<file path="config.mk">
export PLATFORM = sky130hd
export DESIGN_NAME = lsu_dcache_master
export DESIGN_NICKNAME = d
export VERILOG_FILES = /design/src/rtl/lsu_dcache_master.sv
export SDC_FILE = /design/constraint.sdc
export NUM_CORES = 1
export LEC_CHECK = 0
export BUFFER_PORTS_ARGS = -buffer_cell sky130_fd_sc_hd__buf_2
export CORE_AREA = 2 2 157 159
export CTS_CLUSTER_DIAMETER = 60
export CTS_CLUSTER_SIZE = 16
export DETAILED_ROUTE_END_ITERATION = 10
export DIE_AREA = 0 0 159 161
export PLACE_DENSITY = 0.76
export SETUP_SLACK_MARGIN = 0.3
export SYNTH_ARGS = -nofsm -noshare
export SYNTH_HDL_FRONTEND = slang
export SYNTH_SLANG_ARGS = --single-unit
</file>
<file path="constraint.sdc">
create_clock -name clk -period 2.2 [get_ports clk]
set_clock_uncertainty 0.05 [all_clocks]
set_input_delay 0.11 -clock clk [delete_from_list [all_inputs] [get_ports clk]]
set_output_delay 0.11 -clock clk [all_outputs]
set_load 0.03 [all_outputs]
</file>
<file path="src/rtl/lsu_dcache_master.sv">
// ---------------------------------------------------------------------------
// lsu_dcache_master
//
// Bridges a single outstanding pipeline load/store request onto a data-cache
// command/response channel. One request is accepted in IDLE, issued as an
// aligned doubleword command with byte strobes, and completed with a
// single-cycle done pulse. Load results are shifted down from the returned
// doubleword and sign/zero extended.
//
// Optional feature (macro LSU_MISALIGN_TRAP_EN):
//   defined   - accesses whose address is not size-aligned never reach the
//               cache; they complete one cycle after acceptance with
//               done_misalign=1 and done_data=0.
//   undefined - done_misalign is tied 0 and misaligned accesses are issued
//               as-is; bytes past the end of the doubleword are dropped.
//
// Ports
//   clk, reset                   clock, synchronous active-low reset
//   req_valid/req_ready          request handshake (ready only in IDLE)
//   req_addr/wen/wdata/size/unsigned   request fields (size 0=B,1=H,2=W,3=D)
//   dcache_cmd_valid/ready       command handshake
//   dcache_cmd_payload_*         aligned addr, wen, shifted wdata, wstrb, size
//   dcache_rsp_valid/payload_data   full aligned doubleword for loads
//   done_valid/data/misalign     one-cycle completion pulse and result
// ---------------------------------------------------------------------------
module lsu_dcache_master #(
  parameter int ADDR_W = 64,
  parameter int DATA_W = 64  // only 64 is supported
) (
  input  logic              clk,
  input  logic              reset,

  input  logic              req_valid,
  output logic              req_ready,
  input  logic [ADDR_W-1:0] req_addr,
  input  logic              req_wen,
  input  logic [DATA_W-1:0] req_wdata,
  input  logic [1:0]        req_size,
  input  logic              req_unsigned,

  output logic              dcache_cmd_valid,
  input  logic              dcache_cmd_ready,
  output logic [ADDR_W-1:0] dcache_cmd_payload_addr,
  output logic              dcache_cmd_payload_wen,
  output logic [DATA_W-1:0] dcache_cmd_payload_wdata,
  output logic [7:0]        dcache_cmd_payload_wstrb,
  output logic [2:0]        dcache_cmd_payload_size,

  input  logic              dcache_rsp_valid,
  input  logic [DATA_W-1:0] dcache_rsp_payload_data,

  output logic              done_valid,
  output logic [DATA_W-1:0] done_data,
  output logic              done_misalign
);

  typedef enum logic [1:0] {
    IDLE     = 2'd0,
    CMD      = 2'd1,
    WAIT_RSP = 2'd2,
    DONE     = 2'd3
  } state_e;

  state_e              state_q;

  // latched request attributes needed after acceptance
  logic                wen_q;
  logic                uns_q;
  logic [1:0]          size_q;
  logic [2:0]          off_q;

  // registered command payload
  logic                cmd_valid_q;
  logic [ADDR_W-1:0]   cmd_addr_q;
  logic [DATA_W-1:0]   cmd_wdata_q;
  logic [7:0]          cmd_wstrb_q;

  // registered completion
  logic                done_valid_q;
  logic [DATA_W-1:0]   done_data_q;

  // -------------------------------------------------------------------------
  // Request-side formatting, evaluated on the live request fields so the
  // payload registers load already-formatted values on acceptance.
  // -------------------------------------------------------------------------
  logic [7:0]          mask_d;
  logic [7:0]          strb_d;
  logic [DATA_W-1:0]   wdata_d;
  logic [ADDR_W-1:0]   addr_d;

  // Byte mask of the access width. 1<<8 wraps to 0 in 8 bits, so the
  // doubleword case yields 8'hFF after the subtraction.
  assign mask_d  = (8'd1 << (4'd1 << req_size)) - 8'd1;
  assign strb_d  = req_wen ? (mask_d << req_addr[2:0]) : 8'd0;
  assign wdata_d = req_wdata << {req_addr[2:0], 3'b000};
  assign addr_d  = {req_addr[ADDR_W-1:3], 3'b000};

`ifdef LSU_MISALIGN_TRAP_EN
  logic [2:0]          amask_d;
  logic                mis_d;
  logic                done_mis_q;

  // low-address bits that must be zero for the given size: 0,1,3,7
  assign amask_d = 3'((4'd1 << req_size) - 4'd1);
  assign mis_d   = |(req_addr[2:0] & amask_d);
`endif

  // -------------------------------------------------------------------------
  // Load result: bring the addressed bytes down to bit 0, then extend from
  // the access width. Bytes past the doubleword shift in as zero.
  // -------------------------------------------------------------------------
  logic [DATA_W-1:0]   rsp_sh;
  logic [DATA_W-1:0]   load_d;

  assign rsp_sh = dcache_rsp_payload_data >> {off_q, 3'b000};

  always_comb begin
    load_d = rsp_sh;
    unique case (size_q)
      2'd0:    load_d = {{(DATA_W-8){~uns_q & rsp_sh[7]}},   rsp_sh[7:0]};
      2'd1:    load_d = {{(DATA_W-16){~uns_q & rsp_sh[15]}}, rsp_sh[15:0]};
      2'd2:    load_d = {{(DATA_W-32){~uns_q & rsp_sh[31]}}, rsp_sh[31:0]};
      default: load_d = rsp_sh;
    endcase
  end

  // -------------------------------------------------------------------------
  // Control FSM with registered outputs
  // -------------------------------------------------------------------------
  always_ff @(posedge clk) begin
    if (!reset) begin
      state_q      <= IDLE;
      wen_q        <= 1'b0;
      uns_q        <= 1'b0;
      size_q       <= 2'd0;
      off_q        <= 3'd0;
      cmd_valid_q  <= 1'b0;
      cmd_addr_q   <= '0;
      cmd_wdata_q  <= '0;
      cmd_wstrb_q  <= 8'd0;
      done_valid_q <= 1'b0;
      done_data_q  <= '0;
`ifdef LSU_MISALIGN_TRAP_EN
      done_mis_q   <= 1'b0;
`endif
    end else begin
      // done is a pulse: only set on the transition into DONE
      done_valid_q <= 1'b0;

      unique case (state_q)
        IDLE: begin
          if (req_valid) begin
            wen_q       <= req_wen;
            uns_q       <= req_unsigned;
            size_q      <= req_size;
            off_q       <= req_addr[2:0];
            cmd_addr_q  <= addr_d;
            cmd_wdata_q <= wdata_d;
            cmd_wstrb_q <= strb_d;
`ifdef LSU_MISALIGN_TRAP_EN
            if (mis_d) begin
              // trapped access never touches the cache
              state_q      <= DONE;
              done_valid_q <= 1'b1;
              done_data_q  <= '0;
              done_mis_q   <= 1'b1;
            end else begin
              done_mis_q   <= 1'b0;
`else
            begin
`endif
              state_q     <= CMD;
              cmd_valid_q <= 1'b1;
            end
          end
        end

        CMD: begin
          if (dcache_cmd_ready) begin
            cmd_valid_q <= 1'b0;
            if (wen_q) begin
              // stores are posted: no response is expected
              state_q      <= DONE;
              done_valid_q <= 1'b1;
              done_data_q  <= '0;
            end else begin
              state_q      <= WAIT_RSP;
            end
          end
        end

        WAIT_RSP: begin
          if (dcache_rsp_valid) begin
            state_q      <= DONE;
            done_valid_q <= 1'b1;
            done_data_q  <= load_d;
          end
        end

        DONE: begin
          state_q <= IDLE;
        end

        default: begin
          state_q <= IDLE;
        end
      endcase
    end
  end

  // -------------------------------------------------------------------------
  // Outputs. Ready is qualified by reset so it reads 0 throughout reset and
  // 1 in the very first cycle reset is released.
  // -------------------------------------------------------------------------
  assign req_ready                = (state_q == IDLE) & reset;
  assign dcache_cmd_valid         = cmd_valid_q;
  assign dcache_cmd_payload_addr  = cmd_addr_q;
  assign dcache_cmd_payload_wen   = wen_q;
  assign dcache_cmd_payload_wdata = cmd_wdata_q;
  assign dcache_cmd_payload_wstrb = cmd_wstrb_q;
  assign dcache_cmd_payload_size  = {1'b0, size_q};
  assign done_valid               = done_valid_q;
  assign done_data                = done_data_q;
`ifdef LSU_MISALIGN_TRAP_EN
  assign done_misalign            = done_mis_q;
`else
  assign done_misalign            = 1'b0;
`endif

endmodule
</file>
# Word-level counts from Yosys, hierarchy flattened
# Cells that the tools add are included.
[word_totals]
ff_bits = 208
inputBits = 201
output_inout_bits = 208
elab_cells = 57
[op_classes]
add_sub_neg = 1
n_eq_ne = 9
shifts = 5
mux = 18
bitwise_logic = 5
reduce_logical = 8
[ops]
columns = ["cell", "n"]
rows = [
  ["64-bit two-way mux", 3],
  ["64-bit one-hot mux with 3 select lines", 1],
  ["64-bit one-hot mux with 2 select lines", 1],
  ["64-bit by 6-bit left shift with 64-bit output", 1],
  ["64-bit by 6-bit right shift with 64-bit output", 1],
  ["8-bit two-way mux", 1],
  ["2-bit != test (second input constant)", 4],
  ["2-bit one-hot mux with 4 select lines", 1],
  ["1-bit by 4-bit left shift with 8-bit output (first input constant)", 1],
  ["8-bit by 3-bit left shift with 8-bit output", 1],
  ["8-bit by 1-bit subtractor with 8-bit output (second input constant)", 1],
  ["2-bit == test (second input constant)", 3],
  ["1-bit two-way mux", 6],
  ["2-bit two-way mux", 3],
  ["3-bit AND reduction", 2],
  ["1-bit AND", 4],
  ["2-bit by 1-bit == test with 1-bit output (second input constant)", 2],
  ["2-bit logical NOT", 2],
  ["1-bit one-hot mux with 2 select lines", 2],
  ["4-bit AND reduction", 1],
  ["2-bit nonzero test", 2],
  ["1-bit by 2-bit left shift with 4-bit output (first input constant)", 1],
  ["2-bit AND reduction", 1],
  ["1-bit inverter", 1],
]

# Logic depth before layout (Yosys ltp)
# Gate-level depths: netlist of run 1.
[logic_depth]
ltp_word = 5
depth_mapped = 9
depth_no_buf = 7

# Worst setup path after synthesis of run 1
# No wires, ideal clock.
[synth_timing]
path_type = "register to register"
startpoint = "register state_q[1]"
endpoint = "register done_data_q[23], in the netlist done_data[23]"
setup_ns = 0.124
arrival_time_ns = 1.869
required_time_ns = 2.026
path_slack_ns = 0.156
stages_incl_launch_ff = 9
n_path_buf = 2
synth_period_minus_slack_ns = 2.044
path_cell_list = "dfxtp_1 -> inv_1 -> ha_1 -> a21bo_2 -> o211ai_1 -> and2_1 -> clkbuf_1 -> clkbuf_1 -> a2111o_1"
[synth_between]
elab_chain_len = 3
elab_cells_between_ends = 8
cone_classes = "eq/ne: 5; mux: 1; reduce/logical: 2"
[synth_rtl]
columns = ["item", "line_no", "text"]
rows = [
  ["from (decl)", "64", "state_e state_q;"],
  ["from (signal assigned)", "132", "state_q <= IDLE;"],
  ["from (signal assigned)", "172", "state_q <= CMD;"],
  ["from (signal assigned)", "183", "state_q <= DONE;"],
  ["2-bit by 1-bit == test with 1-bit output / 2-bit == test (equally long branches)", "150", "unique case (state_q)"],
  ["2-bit != test (no line) / 2-bit nonzero test (equally long branches)", "-", ""],
  ["4-bit AND reduction (no line)", "-", ""],
  ["to (signal assigned)", "196", "done_data_q <= load_d;"],
  ["to (decl)", "80", "logic [DATA_W-1:0] done_data_q;"],
]
# Parallel ways exist; a longest one is shown, timed or not.
# A chain may end at the register's enable or synchronous reset.

# Final worst setup path of run 1
[layout_timing]
startpoint = "register off_q[1]"
endpoint = "register done_data_q[63], in the netlist done_data[63]"
[layout_between]
elab_chain_len = 5
elab_cells_between_ends = 7
cone_classes = "shift: 1; mux: 3; bitwise: 3"
[layout_rtl]
columns = ["item", "line_no", "text"]
rows = [
  ["from (decl)", "70", "logic [2:0] off_q;"],
  ["from (signal assigned)", "156", "off_q <= req_addr[2:0];"],
  ["64-bit by 6-bit right shift with 64-bit output *", "115", "assign rsp_sh = dcache_rsp_payload_data >> {off_q, 3'b000};"],
  ["1-bit AND (on tied branches)", "122, 120, 121", ""],
  ["64-bit one-hot mux with 3 select lines *", "119", "unique case (size_q)"],
  ["64-bit two-way mux *", "193", "if (dcache_rsp_valid) begin"],
  ["64-bit one-hot mux with 2 select lines *", "150", ""],
]
# Mark *: on every way between the ends. The rest lies on a longest branch, timed or not. The select of a mux whose other input is x is not followed.

==> flow_metrics.env, run 1 <==
export IMPL_fp_dieW_um=159
export IMPL_yosys_most_used_dff="dfxtp_1"
export IMPL_final_cell_mix="buf_2, nand2_1, dfxtp_1"
export IMPL_fill_cells=1912
export IMPL_irDropWorstVdd_mv=0.766
export IMPL_start_kind="flop"
export IMPL_numCtsBuffers=20
export IMPL_dpl_cell_area_um2=13200
export IMPL_grt_pass1_wl_um=67800
export IMPL_drc_errors=0
export IMPL_fin_crit_ns=2.12
export IMPL_critical_path_max_stage_delay_ns=0.54
export IMPL_io_pin_count=409
export IMPL_firstDrtPassIters=5
export IMPL_async_flop_share=0
export IMPL_clk_pin_slew_ns=0.07
export IMPL_cp_data_required_time_ns=2.56
export IMPL_fp_dieH_um=161
export IMPL_initialDrtViolationCount=1179
export IMPL_drive_gt1_frac=0.384
export IMPL_syn_inst=1299
export IMPL_finalHoldViolCount=0
export IMPL_design_area_um2=16100
export IMPL_grt_pass1_vias=12100
export IMPL_cts_root_buf="clkbuf_16"
export IMPL_clock_latency_ns=0.51
export IMPL_setup_viol=0
export IMPL_wl_met3_um=4600
export IMPL_wirelength_um=45600
export IMPL_place_ws_ns=-0.284
export IMPL_vias_per_cell=5.82
export IMPL_final_common_cell="buf_2"
export IMPL_worst_slack_ns=0.0766
export IMPL_cap_violations=0
export IMPL_power_density_nw_per_um2=1000
export IMPL_synth_edf_count=0
export IMPL_post_route_period_util=0.965
export IMPL_synth_distinct_cells=56
export IMPL_max_freq_ghz=0.471
export IMPL_grt_total_usage=0.333
export IMPL_crit_slowest_cell="mux4_2"
export IMPL_fp_coreArea_um2=24000
export IMPL_yosys_warnings=0
export IMPL_syn2layout_area_growth_pct=51.2
export IMPL_cts_buffer_depth=3
export IMPL_route_met2_wl_um=21900
export IMPL_ant_nets=0
export IMPL_cts_tree="built"
export IMPL_cts_sinks=208
export IMPL_cp_common_cell="buf_4"
export IMPL_hpwl_um=31300
export IMPL_wl_per_cell_um=21.1
export IMPL_path_cells="buf_4, mux2i_2, mux4_2, nor2_4, buf_6, nor3_4, buf_4, o31ai_1"
export IMPL_worstPathMaxFanout=5
export IMPL_outcome="finished, final reports clean"
export IMPL_register_area_um2=4180
export IMPL_ys_seq_area_frac=0.391
export IMPL_hp_class="in -> reg"
export IMPL_grt_setup_unrepaired="yes"
export IMPL_start_util=0.444
export IMPL_synth_cell_area_um2=10600
export IMPL_met1_length_um=16200
export IMPL_power_leakage_nw=7.20
export IMPL_path_class="reg -> reg"
export IMPL_finalSetupTns_ns=0
export IMPL_tightest_slew_ns=0.637
export IMPL_syn_area_per_cell_um2=8.19
export IMPL_path_delay_family="multiplexers"
export IMPL_grt_max_degree=61
export IMPL_antenna_found_initial=5
export IMPL_gp_congestion=0.974
export IMPL_die_area_um2=25600
export IMPL_overflow=0
export IMPL_dr_max_layer_used="met5"
export IMPL_max_slew_margin=0.576
export IMPL_cp_arrival_ns=2.48
export IMPL_maxSlewViolCount=0
export IMPL_vias=12600
export IMPL_port_buffers=403
export IMPL_path_buf_inv=3
export IMPL_ys_seq_elements=208
export IMPL_htreeDepth=1
export IMPL_end_kind="flop"
export IMPL_fp_row_count=57
export IMPL_multi_input_area_um2=6470
export IMPL_nets=2029
==> synthesized netlist by cell type, drive strengths merged (2+ instances only) <==
cell type,number,share of area
o31ai,11,0.010
mux4,19,0.040
o22ai,9,0.0053
mux2,21,0.023
and3,4,0.0024
o2bb2ai,7,0.0058
a2111o,6,0.0063
a211oi,60,0.042
a311oi,9,0.0074
nor2b,21,0.012
and2,4,0.0024
buf,44,0.022
nor3,21,0.011
a221o,7,0.0066
nand2b,12,0.0071
mux2i,74,0.070
a2bb2oi,3,0.0025
clkbuf,77,0.027
a21oi,133,0.063
o221ai,16,0.013
or2,2,0.0012
dfxtp,208,0.39
ha,5,0.0059
o2111ai,2,0.0016
o211a,7,0.0066
a22oi,30,0.021
o21ai,61,0.029
o311a,2,0.0019
o21bai,2,0.0014
a2111oi,2,0.0016
nor2,154,0.055
nand3,5,0.0024
a32oi,3,0.0025
a221oi,7,0.0058
inv,9,0.0032
nand2,230,0.081
==> metrics by stage <==
step | total power (W) | utilization | hold slack (ns) | std cells
final | 0.0161 | 0.672 | 0.0446 | 2165
after global placement | 0.0109 | 0.553 | 0.299 | 1983
after detailed placement | 0.0110 | 0.553 | 0.306 | 1983
after floorplan | 0.00883 | - | 0.196 | 1303
after global routing | 0.0168 | 0.672 | 0.0549 | 2164
after CTS | 0.0155 | 0.654 | 0.00811 | 2151
==> timing repair <==
| item | 4_1_cts | 5_1_grt |
|---|---|---|
| setup endpoints to repair | 82 | 109 |
| setup buffers | 32 | 6 |
| resized for setup | 111 | 69 |
| gates cloned | 9 | 3 |
| hold buffers | 92 | 0 |
| pin swaps | 31 | 31 |
| endpoints found under the hold margin | 114 | 0 |
==> path summary, 6_finish.rpt <==
path                                     from       endpoint  depth (start not counted)  slack, ns
hold reg to reg                 done_data[45]  done_data[45]                          2       0.39
setup reg to reg                     off_q[1]  done_data[63]                          8       0.08
setup / recovery                     off_q[1]  done_data[63]                          8       0.08
hold / removal    dcache_rsp_payload_data[49]  done_data[41]                          4       0.04
==> registers in the layout (all words and copies together), names as in the netlist <==
signal                    flops
dcache_cmd_payload_addr      61
size_q                        2
done_data                    64
dcache_cmd_payload_wstrb      8
state_q                       2
dcache_cmd_valid              1
uns_q                         1
done_valid                    1
dcache_cmd_payload_wen        1
off_q                         3
dcache_cmd_payload_wdata     64
==> worst reg2reg max path: stages (launching register included) <==
cell     delay [ns]
dfxtp_4        0.36
buf_4          0.14
mux2i_2        0.15
mux4_2         0.54
nor2_4         0.18
buf_6          0.15
nor3_4         0.05
buf_4          0.14
o31ai_1        0.25
==> per-layer routing <==
layer | global-route usage | vias to the layer above
met3 | 0.0909 | 177
li1 | - | 5716
met2 | 0.582 | 764
met1 | 0.370 | 5932
met4 | 0.183 | 2
met5 | 0 | -
==> where the power goes <==
group | switching, W | internal, W
registers | 0.000391 | 0.00439
logic | 0.00475 | 0.00304
clock network | 0.00159 | 0.00196
total | 0.00672 | 0.00939
==> layout make-up <==
class,count,share of cell area
Clock inverter,10,0.00668
Multi-Input combinational cell,967,0.402
Clock buffer,25,0.0348
Timing Repair Buffer,617,0.269
Antenna cell,5,0.000777
Inverter,9,0.00225
Sequential cell,208,0.260
Tap cell,324,0.0252
==> cells by family (layout without fill, tap and decap cells) <==
group                      Yosys count  after routing  share of synthesized area
muxes                              114            114                      0.132
DFF                                208            208                      0.391
other                                1             10                   0.000352
and+or+nand+nor                    457            459                      0.178
adders and majority gates            5              5                    0.00588
buffers and inverters              130            661                     0.0522
AOI/OAI and AO/OA                  384            384                      0.240
No activity file was read; power rests on OpenSTA's default activity.
==> inputs of run 2 (changes only) <==
--- a/config.mk
+++ b/config.mk
@@ -11,6 +11,7 @@
 export CTS_CLUSTER_SIZE = 16
 export DETAILED_ROUTE_END_ITERATION = 10
 export DIE_AREA = 0 0 159 161
+export MAX_ROUTING_LAYER = met4
 export PLACE_DENSITY = 0.76
 export SETUP_SLACK_MARGIN = 0.3
 export SYNTH_ARGS = -nofsm -noshare
==> run 2 against run 1 <==
Via count fell by 0.72%. Setup slack improved by 0.077 ns. Core utilization fell by 1.4 points. Sequential share of layout area up 0.55 points. Flip-flop and latch count did not move. Final area fell by 2.1%. Critical path depth down 1. Critical path type unchanged. Largest power group unchanged. Largest cell class unchanged.
==> flow_metrics.env, run 2 (same netlist as run 1, synthesis figures left out) <==
export IMPL_outcome="finished, final reports clean"
export IMPL_design_area_um2=15800
export IMPL_worstRegToRegCells=7
export IMPL_numCtsBuffers=19
export IMPL_nets=2009
export IMPL_drc_errors=0
export IMPL_crit_path_end="done_data[26]"
export IMPL_cts_sinks=208
export IMPL_fp_dieH_um=161
export IMPL_syn2layout_area_growth_pct=48.1
export IMPL_max_slew_margin=0.604
export IMPL_hpwl_um=31600
export IMPL_tightest_slew_ns=0.592
export IMPL_final_common_cell="buf_2"
export IMPL_io_pin_count=409
export IMPL_rr_endpoint="done_data[26]"
export IMPL_fp_row_count=57
export IMPL_gp_congestion=0.973
export IMPL_final_cell_mix="buf_2, nand2_1, dfxtp_1"
export IMPL_setup_viol=0
export IMPL_worst_slack_ns=0.154
export IMPL_grt_total_usage=0.341
export IMPL_r2r_start="off_q[1]"
export IMPL_port_buffers=403
export IMPL_power_leakage_nw=7.04
export IMPL_dpl_cell_area_um2=13200
export IMPL_place_ws_ns=-0.383
export IMPL_cp_arrival_ns=2.37
export IMPL_post_route_period_util=0.930
export IMPL_firstDrtPassIters=5
export IMPL_fp_coreArea_um2=24000
export IMPL_grt_pass1_wl_um=67600
export IMPL_wl_per_cell_um=21.6
export IMPL_cts_buffer_depth=3
export IMPL_cts_tree="built"
export IMPL_vias=12500
export IMPL_path_class="reg -> reg"
export IMPL_multi_input_area_um2=6460
export IMPL_clk_pin_slew_ns=0.08
export IMPL_maxSlewViolCount=0
export IMPL_worstPathMaxFanout=7
export IMPL_ant_nets=0
export IMPL_finalHoldViolCount=0
export IMPL_grt_pass1_vias=12200
export IMPL_register_area_um2=4180
export IMPL_end_kind="flop"
export IMPL_clock_latency_ns=0.50
export IMPL_drive_gt1_frac=0.371
export IMPL_max_freq_ghz=0.489
export IMPL_start_util=0.444
export IMPL_die_area_um2=25600
export IMPL_wirelength_um=46100
export IMPL_fin_crit_ns=2.05
export IMPL_fill_cells=1921
export IMPL_fin_util=0.658
export IMPL_overflow=0
export IMPL_irDropWorstVdd_mv=0.677
export IMPL_fp_dieW_um=159
export IMPL_htreeDepth=1
export IMPL_grt_setup_unrepaired="yes"
export IMPL_cts_root_buf="clkbuf_16"
export IMPL_ff2ff_setup_slack_ns=0.15
export IMPL_start_kind="flop"
export IMPL_hp_class="in -> reg"
export IMPL_antenna_found_initial=3
export IMPL_cap_violations=0
export IMPL_initialDrtViolationCount=1218
export IMPL_vias_per_cell=5.84
export IMPL_power_density_nw_per_um2=984
export IMPL_grt_max_degree=82
export IMPL_cp_data_required_time_ns=2.52
export IMPL_startpoint="off_q[1]"
-- run 2: cell types whose count changed in the layout (fill, tap and decap cells not counted), sizes merged, moves of 3 or more --
cell and delta:
buf -15, dlygate4sd3 -5, clkinv -4, clkbuf -3
-- run 2: stage by stage --
stage / total power (W) / hold slack (ns) / instances / TNS [ns]
2_1_floorplan: 0.00883 / 0.196 / 1303 / 0
6_report: 0.0155 / 0.0226 / 2139 / 0
3_5_place_dp: 0.0109 / 0.306 / 1981 / -9.48
3_3_place_gp: 0.0108 / 0.299 / 1981 / -7.29
5_1_grt: 0.0162 / 0.0354 / 2138 / 0
4_1_cts: 0.0148 / 0.00328 / 2115 / 0
-- run 2: cell type report --
| type | count | area share |
|---|---|---|
| tap | 324 | 0.0257 |
| clock inverter | 8 | 0.00762 |
| timing repair buffer | 597 | 0.258 |
| clock buffer | 21 | 0.0313 |
| sequential | 208 | 0.265 |
| antenna | 4 | 0.000635 |
| inverter | 9 | 0.00230 |
| multi-input combinational | 968 | 0.410 |
-- run 2: per-layer routing --
metal / track usage / share of wire / up-vias
met5: - / 0 / -
met2: 0.583 / 0.49 / 727
met1: 0.376 / 0.36 / 5950
met4: 0.175 / 0.055 / 0
li1: - / - / 5651
met3: 0.0758 / 0.087 / 172
-- run 2: critical path, cell delays in order, from the launching register on --
cell and delay, ns:
dfxtp_4 0.40, buf_6 0.13, mux2i_1 0.29, a22oi_2 0.19, o2111a_2 0.24, buf_4 0.19, nor2_4 0.27, o221ai_1 0.15
-- run 2: repair_timing --
action	in CTS	in global routing
endpoints found under the setup margin	62	99
gates resized for setup	51	101
endpoints found under the hold margin	103	0
buffers inserted	15	14
gates cloned	3	6
hold buffers	87	0
pin swaps	13	23
-- run 2: worst min path at each step --
stage / from / to / slack, ns / cells past startpoint
2_1_floorplan: req_unsigned / uns_q / 0.20 / 2
3_3_place_gp: req_addr[40] / dcache_cmd_payload_addr[40] / 0.30 / 3
3_5_place_dp: req_addr[36] / dcache_cmd_payload_addr[36] / 0.31 / 3
4_1_cts: dcache_rsp_payload_data[59] / done_data[59] / 0.003 / 3
5_1_grt: req_addr[1] / off_q[1] / 0.04 / 3
6_report: req_addr[1] / off_q[1] / 0.02 / 3
-- run 2: power by group --
group / switching, W / total (W) / internal [W]
clock: 0.00154 / 0.00342 / 0.00187
sequential: 0.000409 / 0.00479 / 0.00438
combinational: 0.00461 / 0.00731 / 0.00269
total: 0.00656 / 0.0155 / 0.00895
==> inputs of run 3 (changes only) <==
--- a/config.mk
+++ b/config.mk
@@ -5,14 +5,16 @@
 export SDC_FILE = /design/constraint.sdc
 export NUM_CORES = 1
 export LEC_CHECK = 0
+export ABC_AREA = 1
 export BUFFER_PORTS_ARGS = -buffer_cell sky130_fd_sc_hd__buf_2
-export CORE_AREA = 2 2 157 159
+export CORE_ASPECT_RATIO = 1.1
+export CORE_UTILIZATION = 45
 export CTS_CLUSTER_DIAMETER = 60
 export CTS_CLUSTER_SIZE = 16
 export DETAILED_ROUTE_END_ITERATION = 10
-export DIE_AREA = 0 0 159 161
 export MAX_ROUTING_LAYER = met4
 export PLACE_DENSITY = 0.76
+export RECOVER_POWER = 100
 export SETUP_SLACK_MARGIN = 0.3
 export SYNTH_ARGS = -nofsm -noshare
 export SYNTH_HDL_FRONTEND = slang
==> run 3 against run 2 <==
Via count is 9.2% higher. Synthesized cell count is 30% higher. Sequential power fell by 2%. Core utilization down 2.1 points. Sequential share of layout area increased by 0.96 points. Non-clock buffer count decreased by 40. Clock power grew 8.8%. Wire length up 1.4%. Fmax grew 5.5%. Global-route usage increased by 0.69 points. Combinational power decreased by 0.5%. Die area decreased by 1.9%. Critical path type is now in -> reg. Largest power group unchanged. Highest routed layer unchanged.
==> flow_metrics.env, run 3 <==
export IMPL_outcome="finished, final reports clean"
export IMPL_whs_ns=0.00716
export IMPL_io_pin_count=409
export IMPL_hold_depth=5
export IMPL_max_slew_margin=0.542
export IMPL_fin_crit_ns=1.94
export IMPL_synth_top_cell_by_area="dfxtp_1"
export IMPL_irDropWorstVdd_mv=0.715
export IMPL_numCtsBuffers=21
export IMPL_synth_area_leaders="dfxtp_1, nand2_1, o21ai_0"
export IMPL_grt_pass1_wl_um=66900
export IMPL_ys_seq_area_frac=0.378
export IMPL_syn_inst=1687
export IMPL_power_density_nw_per_um2=1030
export IMPL_post_route_period_util=0.882
export IMPL_grt_total_usage=0.348
export IMPL_end_kind="flop"
export IMPL_synth_distinct_cells=38
export IMPL_fp_coreArea_um2=23800
export IMPL_port_buffers=403
export IMPL_multi_input_area_um2=5980
export IMPL_final_common_cell="nand2_1"
export IMPL_fp_row_count=59
export IMPL_yosys_warnings=0
export IMPL_synth_cell_area_um2=11000
export IMPL_setup_viol=0
export IMPL_vias_per_cell=5.56
export IMPL_cts_tree="built"
export IMPL_start_kind="input pin"
export IMPL_antenna_found_initial=1
export IMPL_grt_pass1_vias=12800
export IMPL_fill_cells=2287
export IMPL_worstRegToRegCells=8
export IMPL_power_leakage_nw=6.47
export IMPL_wl_per_cell_um=19.0
export IMPL_syn_area_per_cell_um2=6.53
export IMPL_yosys_most_used_dff="dfxtp_1"
export IMPL_nets=2342
export IMPL_clk_pin_slew_ns=0.07
export IMPL_synth_top_family_by_area="simple AND/OR/NAND/NOR gates"
export IMPL_ys_seq_elements=208
export IMPL_die_area_um2=25100
export IMPL_start_util=0.462
export IMPL_clock_latency_ns=0.51
export IMPL_worstPathMaxFanout=16
export IMPL_initialDrtViolationCount=1340
export IMPL_finalSetupTns_ns=0
export IMPL_synth_simple_area_share=0.300
export IMPL_synthMuxAreaShare=0.0145
export IMPL_hpwl_um=30200
export IMPL_synth_top_cell_area_share=0.378
export IMPL_drc_errors=0
export IMPL_register_area_um2=4170
export IMPL_cts_buffer_depth=3
export IMPL_synthXorXnorAreaFrac=0
export IMPL_path_class="in -> reg"
export IMPL_fp_dieW_um=151
export IMPL_fp_dieH_um=166
export IMPL_synth_edf_count=0
export IMPL_final_cell_mix="nand2_1, clkbuf_1, dfxtp_1"
export IMPL_cts_root_buf="clkbuf_16"
export IMPL_syn2layout_area_growth_pct=37.9
export IMPL_async_flop_share=0
export IMPL_cp_arrival_ns=2.27
export IMPL_vias=13600
export IMPL_yosys_top_cells_count="nand2_1, dfxtp_1, o21ai_0, nor2_1, a21oi_1"
export IMPL_grt_max_degree=77
export IMPL_synth_compound_area_share=0.213
export IMPL_yosysMostFrequentCell="nand2_1"
export IMPL_max_freq_ghz=0.516
export IMPL_synthAdderAreaFrac=0.00568
export IMPL_maxSlewViolCount=0
export IMPL_hp_class="in -> reg"
export IMPL_overflow=0
export IMPL_cts_sinks=208
export IMPL_finalHoldViolCount=0
export IMPL_cp_data_required_time_ns=2.54
export IMPL_gp_congestion=0.949
export IMPL_firstDrtPassIters=6
export IMPL_ant_nets=0
export IMPL_cap_violations=0
export IMPL_fin_cells=2454
export IMPL_htreeDepth=1
export IMPL_tightest_slew_ns=0.680
export IMPL_wirelength_um=46700
export IMPL_grt_setup_unrepaired="yes"
export IMPL_dp_cells=2300
export IMPL_drive_gt1_frac=0.165
## run 3: changes by cell type after synthesis, sizes merged, moves of 23 or more
cell,before,now
a211oi,60,1
inv,9,81
mux2i,74,16
nand2,230,517
nand3,5,103
nor2,154,177
o21ai,61,206
## run 3: area by class of cell
type,count,area share
inverters,82,0.0227
clock inverters,12,0.0103
multi-input cells,1266,0.394
clock buffers,22,0.0349
diodes,2,0.000330
well taps,305,0.0251
flip-flops and latches,208,0.275
repair buffers,557,0.238
## run 3: power breakdown
group | switching (W) | internal, W
Combinational | 0.00503 | 0.00224
Sequential | 0.000361 | 0.00432
Clock | 0.00168 | 0.00204
## run 3: kinds of logic after synthesis
logic type,count (synthesis)
simple gates,809
fa+ha+maj,5
buf+inv,220
flops,208
other cells,1
mux,16
compound gates,428
## run 3: critical path, cell delays in order
cell and delay [ns]:
dlygate4sd3_1 0.55, buf_4 0.16, clkinvlp_4 0.09, buf_4 0.20, clkbuf_2 0.33, nand3_1 0.11, dlygate4sd3_1 0.57, nand3_1 0.09
a31oi_1 0.07
## run 3: worst paths after layout
| check | startpoint | endpoint | slack [ns] |
|---|---|---|---|
| worst max register to register | state_q[0] | dcache_cmd_payload_addr[5] | 0.29 |
| worst max-delay path | req_addr[1] | dcache_cmd_payload_wdata[52] | 0.26 |
| worst min-delay path | req_wdata[21] | dcache_cmd_payload_wdata[45] | 0.007 |
| worst min register to register | done_data[9] | done_data[9] | 0.41 |
## run 3: stage by stage
| stage | setup slack [ns] | utilization | cell area, um^2 | total power (W) |
|---|---|---|---|---|
| after global placement | 0.126 | 0.556 | 13300 | 0.0109 |
| final | 0.261 | 0.637 | 15200 | 0.0157 |
| after floorplan | 0.467 | - | 11000 | 0.00908 |
| after CTS | 0.275 | 0.629 | 15000 | 0.0149 |
| after detailed placement | 0.102 | 0.556 | 13300 | 0.0109 |
| after global routing | 0.164 | 0.637 | 15200 | 0.0164 |
## run 3: metal layers
layer / part of all wire / track usage / vias to the layer above
met5: 0 / - / -
met4: 0.065 / 0.206 / 0
met3: 0.095 / 0.0580 / 211
met2: 0.47 / 0.567 / 850
met1: 0.37 / 0.397 / 6159
li1: - / - / 6427
## run 3: repair_timing
action | in CTS | in global routing
cloned | 2 | 14
endpoints found under the hold margin | 95 | 0
hold buffers | 95 | 0
pin swaps | 1 | 7
buffers inserted | 2 | 5
setup endpoints to repair | 70 | 125
gates resized for setup | 5 | 37
